[config.mk]
export PLATFORM = sky130hd
export DESIGN_NAME = lpm_inpad_filter
export DESIGN_NICKNAME = d
export VERILOG_FILES = /design/src/rtl/lpm_inpad_filter_pkg.sv /design/src/rtl/lpm_inpad_filter_bit.sv /design/src/rtl/lpm_inpad_filter.sv
export SDC_FILE = /design/constraint.sdc
export NUM_CORES = 1
export LEC_CHECK = 0
export BUFFER_PORTS_ARGS = -buffer_cell sky130_fd_sc_hd__buf_2
export CAP_MARGIN = 20
export CORE_AREA = 2 2 39 41
export CTS_BUF_LIST = sky130_fd_sc_hd__clkbuf_4 sky130_fd_sc_hd__clkbuf_8 sky130_fd_sc_hd__clkbuf_16
export CTS_CLUSTER_DIAMETER = 30
export DETAILED_ROUTE_END_ITERATION = 12
export DIE_AREA = 0 0 41 43
export HOLD_SLACK_MARGIN = 0.15
export SYNTH_ARGS = -nofsm -noshare
export SYNTH_HDL_FRONTEND = slang
export SYNTH_HIERARCHICAL = 1
export SYNTH_SLANG_ARGS = --single-unit
[constraint.sdc]
create_clock -name clock -period 1.8 [get_ports clock]
set_input_delay 0.45 -clock clock [delete_from_list [all_inputs] [get_ports clock]]
set_output_delay 0.45 -clock clock [all_outputs]
set_load 0.05 [all_outputs]
[src/rtl/lpm_inpad_filter_pkg.sv]
// Shared constants and helpers for the pad input filter: legal parameter
// ranges, counter sizing and the per-bit edge pulse record.
package lpm_inpad_filter_pkg;

    localparam int SYNC_MIN   = 2;
    localparam int SYNC_MAX   = 3;
    localparam int FILTER_MIN = 1;
    localparam int FILTER_MAX = 256;

    typedef struct packed {
        logic rise;
        logic fall;
    } edge_t;

    function automatic int clog2(input int v);
        int r = 0;
        while ((1 << r) < v) r++;
        return r;
    endfunction

    // A filter of 1 still needs a 1-bit counter so the port widths stay legal.
    function automatic int cnt_w(input int filter);
        return (clog2(filter) < 1) ? 1 : clog2(filter);
    endfunction

endpackage

[src/rtl/lpm_inpad_filter_bit.sv]
// One pad bit: metastability synchronizer, qualification counter, filtered
// level and registered one-cycle rise/fall pulses.
module lpm_inpad_filter_bit
    import lpm_inpad_filter_pkg::*;
#(
    parameter int   SYNC_STAGES = 2,
    parameter int   FILTER      = 4,
    parameter logic AVALUE      = 1'b0
) (
    input  logic  clock,
    input  logic  aclr,
    input  logic  pad,
    input  logic  clken,
    output logic  result,
    output edge_t edg
);

    localparam int             CW       = cnt_w(FILTER);
    localparam logic [CW-1:0]  CNT_LAST = CW'(FILTER - 1);

    logic [SYNC_STAGES-1:0] sync_pipe;
    logic [CW-1:0]          cnt;
    logic                   sync;

    assign sync = sync_pipe[SYNC_STAGES-1];

    always_ff @(posedge clock or posedge aclr) begin
        if (aclr) begin
            sync_pipe <= {SYNC_STAGES{AVALUE}};
            result    <= AVALUE;
            cnt       <= '0;
            edg       <= '0;
        end else begin
            sync_pipe <= {sync_pipe[SYNC_STAGES-2:0], pad};
            edg       <= '0;
            // Any agreement restarts qualification; clken only gates progress.
            if (sync == result) begin
                cnt <= '0;
            end else if (clken) begin
                if (cnt == CNT_LAST) begin
                    result   <= sync;
                    cnt      <= '0;
                    edg.rise <= sync;
                    edg.fall <= ~sync;
                end else begin
                    cnt <= cnt + 1'b1;
                end
            end
        end
    end

endmodule

[src/rtl/lpm_inpad_filter.sv]
// Debounced, synchronized multi-bit pad input with per-bit edge pulses and
// a combined change flag.
module lpm_inpad_filter
    import lpm_inpad_filter_pkg::*;
#(
    parameter                        lpm_type        = "lpm_inpad_filter",
    parameter int                    lpm_width       = 1,
    parameter int                    lpm_sync_stages = 2,
    parameter int                    lpm_filter      = 4,
    parameter logic [lpm_width-1:0]  lpm_avalue      = '0,
    parameter                        lpm_hint        = "UNUSED"
) (
    input  logic                 clock,
    input  logic                 aclr,
    input  logic [lpm_width-1:0] pad,
    input  logic                 clken,
    output logic [lpm_width-1:0] result,
    output logic [lpm_width-1:0] rise,
    output logic [lpm_width-1:0] fall,
    output logic                 changed
);

    if (lpm_width < 1) begin : g_bad_width
        $error("lpm_width must be >= 1");
    end
    if (lpm_sync_stages < SYNC_MIN || lpm_sync_stages > SYNC_MAX) begin : g_bad_sync
        $error("lpm_sync_stages out of range 2..3");
    end
    if (lpm_filter < FILTER_MIN || lpm_filter > FILTER_MAX) begin : g_bad_filter
        $error("lpm_filter out of range 1..256");
    end
    if (lpm_type != "lpm_inpad_filter") begin : g_bad_type
        $error("lpm_type must be lpm_inpad_filter");
    end
    if ($bits(lpm_hint) < 8) begin : g_bad_hint
        $error("lpm_hint must be a non-empty string");
    end

    edge_t [lpm_width-1:0] edg;

    for (genvar i = 0; i < lpm_width; i++) begin : g_bit
        lpm_inpad_filter_bit #(
            .SYNC_STAGES (lpm_sync_stages),
            .FILTER      (lpm_filter),
            .AVALUE      (lpm_avalue[i])
        ) u_bit (
            .clock  (clock),
            .aclr   (aclr),
            .pad    (pad[i]),
            .clken  (clken),
            .result (result[i]),
            .edg    (edg[i])
        );
        assign rise[i] = edg[i].rise;
        assign fall[i] = edg[i].fall;
    end

    assign changed = |{rise, fall};

endmodule

==> flow_metrics.py <==
metrics = {
    "clock_tree": {
        "cts_tree": "built",
        "h_tree_level_count": 1,
        "cts-buffers-inserted": 3,
        "max-clock-path-buffers": 2,
        "cts_resized": 0,
        "ctsRootBufferMaster": "clkbuf_4",
        "cts_setup_buffers": 0,
        "clkSinkCount": 7,
        "clk_latency_ps": 250,
        "path_clk_slew_ps": 50,
    },
    "worst_setup_path": {
        "critPathRequiredTime_ps": 1350,
        "critPathMaxFanout": 2,
        "critPathBufInv": 1,
        "crit_arrival_ps": 1020,
        "crit_start": "g_bit[0].u_bit/edg[1]",
        "critPathKind": "flop to primary output",
        "cpPeakStageDelay_ps": 360,
        "timing.critical_path.to_type": "primary output",
        "worst_setup_path_start_kind": "flop",
        "r2r-start": "g_bit[0].u_bit/cnt[0]",
        "crit_path_cell_trace": "or2_1, buf_2",
        "cpMaxStageDelayCell": "dfrtp_1",
        "crit_family": "flip-flops",
        "rrSetupSlack_ps": 640,
    },
    "sta": {
        "finalSetupViolations": 0,
        "finalMaxSlewViolations": 0,
        "period_minus_slack_ps": 1470,
        "timing.clock.skew_ps": 3.57,
        "grt_setup_unrepaired": "no",
        "final-hold-violation-count": 0,
        "crit_share_post_route_pct": 81.9,
        "slew_headroom_pct": 83.4,
        "totalNegativeSetupSlack_ps": 0,
        "max_clock_freq_ghz": 0.678,
        "timing_worst_slew_pin_value_ps": 248,
    },
    "pwr": {
        "report.power.total_mw": 0.514,
        "cellPowerDensity_mw_per_mm2": 1410,
        "leakage_nw": 0.192,
        "vdd_ir_drop_max_mv": 0.855,
        "p_int_mw": 0.345,
        "power.switching_mw": 0.170,
        "seq_power_share_pct": 42.9,
        "pwr-share-comb_pct": 27.0,
        "power.share.clock_pct": 30.1,
        "power.switching_fraction_pct": 33.0,
    },
    "placed_design": {
        "portBuffers": 7,
        "place.gp.congestion": 0.633,
    },
    "yosys": {
        "syn-mean-instance-area_um2": 13.5,
        "async_reset_ff_share_pct": 100,
        "post-synth-top-count-cell": "dfrtp_1",
        "synth_cell_types": 13,
        "synth_warnings": 6,
        "netlist_instances": 20,
        "synth_seq_cells": 7,
        "count_of_flip_flops_with_a_built_in_enable_after_synthesis": 0,
        "synthDominantCellAreaShare_pct": 64.8,
        "synthTopCellsByCount": "dfrtp_1, nor3b_1",
        "dominantRegCellSynth": "dfrtp_1",
        "synthesis.nets": 25,
        "synth.area.top_cells": "dfrtp_1, nor3b_1, ha_1",
        "netlist_area_um2": 270,
        "most_area_hungry_cell_type_in_the_yosys_netlist": "dfrtp_1",
        "portion_of_the_post_synthesis_area_used_by_sequential_elements_pct": 64.8,
    },
    "floorplanning": {
        "total_core_area_mm2": 0.00138,
        "die-width_um": 41,
        "fp-row-count": 14,
        "pin_count": 8,
        "dieArea_mm2": 0.00176,
        "floorplan.die.height_um": 43,
        "starting_utilization_of_the_core_area_pct": 19.5,
    },
    "run": {
        "max_cap_check_violation_count": 0,
    },
    "global_routing": {
        "antenna_found_initial": 0,
        "remaining_global_route_overflow": 0,
        "grt_pass1_wl_um": 648,
        "number_of_global_route_vias_before_repair": 171,
        "grt_use_met2_pct": 6.88,
        "maximum_number_of_pins_on_one_net_before_global_route_repair": 8,
        "globalRouteMet1Util_pct": 6.64,
        "groute.usage.overall_pct": 6.39,
        "grtUsageMet3_pct": 6.28,
        "grt-busiest-layer": "met2",
    },
    "routing": {
        "first_iter_violations": 0,
        "postRouteAntennaNets": 0,
        "dr.pass1.iters": 1,
        "post-route-drc-count": 0,
        "via_count": 181,
        "routedWlPerCell_um": 8.38,
        "final_wirelength_um": 402,
        "detail_route.vias_per_cell": 3.77,
    },
    "cells_and_area": {
        "drive_gt1_share_pct": 37.5,
        "antenna_cells_inserted": 0,
        "layout.nets": 38,
        "area_growth_pct": 35.2,
    },
    "min_path": {
        "hold_path.startpoint": "pad",
        "worstHoldPathType": "input port to flop",
    },
    "status": {
        "outcome": "completed",
    },
}
## final timing paths
check,to,cells after the start
max reg2reg,g_bit[0].u_bit/result,3
min,g_bit[0].u_bit/sync_pipe[0],1
min in group asynchronous,g_bit[0].u_bit/result,3
max,changed,2
max in group asynchronous,g_bit[0].u_bit/sync_pipe[0],3
min reg2reg,g_bit[0].u_bit/sync_pipe[1],0
## cell type report
| class | count | area [µm²] |
|---|---|---|
| repair buffers | 8 | 45.0 |
| clock buffers | 4 | 30.0 |
| flip-flops and latches | 7 | 175 |
| inverters | 1 | 3.75 |
| multi-input cells | 12 | 91.3 |
| fillers | 145 | 1020 |
| well taps | 16 | 20.0 |
## metal layers
| layer | routed length (µm) | part of all wire, % |
|---|---|---|
| met5 | 0 | 0 |
| met4 | 0 | 0 |
| met3 | 45 | 11 |
| met2 | 143 | 36 |
| met1 | 213 | 53 |
## cells by family after synthesis
logic type	share of synthesized area, %
DFF	64.8
buffers and inverters	1.39
adders and majority gates	4.63
AOI/OAI and AO/OA	1.85
muxes	7.87
and+or+nand+nor	16.2
xor gates and xnor gates	3.24
## cells in the final DEF (no fill, tap or decap), types with 2 or more instances in the layout
cell,instances
buf_2,7
dfrtp_1,7
nor3b_1,2
clkbuf_4,4
## through the flow
step | hold WS (ps) | setup slack [ps] | util (%) | cell area, µm² | cells
2_1_floorplan | 253 | 288 | - | 270 | 20
3_3_place_gp | 333 | 592 | 23.5 | 325 | 43
3_5_place_dp | 341 | 587 | 23.5 | 325 | 43
4_1_cts | 297 | 306 | 26.4 | 365 | 48
5_1_grt | 284 | 256 | 26.4 | 365 | 48
6_report | 310 | 325 | 26.4 | 365 | 48
## worst reg2reg max path, delay by kind of cell (launching register included)
| kind | cells | cell delay (ps) |
|---|---|---|
| flops | 1 | 390 |
| mux | 1 | 340 |
| fa+ha+maj | 1 | 210 |
| simple gates | 1 | 100 |
## repair_timing
item,in CTS,in global routing
endpoints found under the setup margin,0,0
hold buffers,1,0
endpoints found under the hold margin,7,0
## power by group through the flow
stage | Combinational, mW | Sequential (mW) | Clock, mW
after detailed placement | 0.138 | 0.223 | 0
after floorplan | 0.0667 | 0.260 | 0
final | 0.139 | 0.221 | 0.155
after global placement | 0.134 | 0.221 | 0
after CTS | 0.141 | 0.221 | 0.164
after global routing | 0.147 | 0.227 | 0.174
## sequential cells by signal, indices dropped and copies added, names as in the netlist
signal,cells
g_bit.u_bit/cnt,2
g_bit.u_bit/edg,2
g_bit.u_bit/result,1
g_bit.u_bit/sync_pipe,2
(Power assumes the default switching activity.)
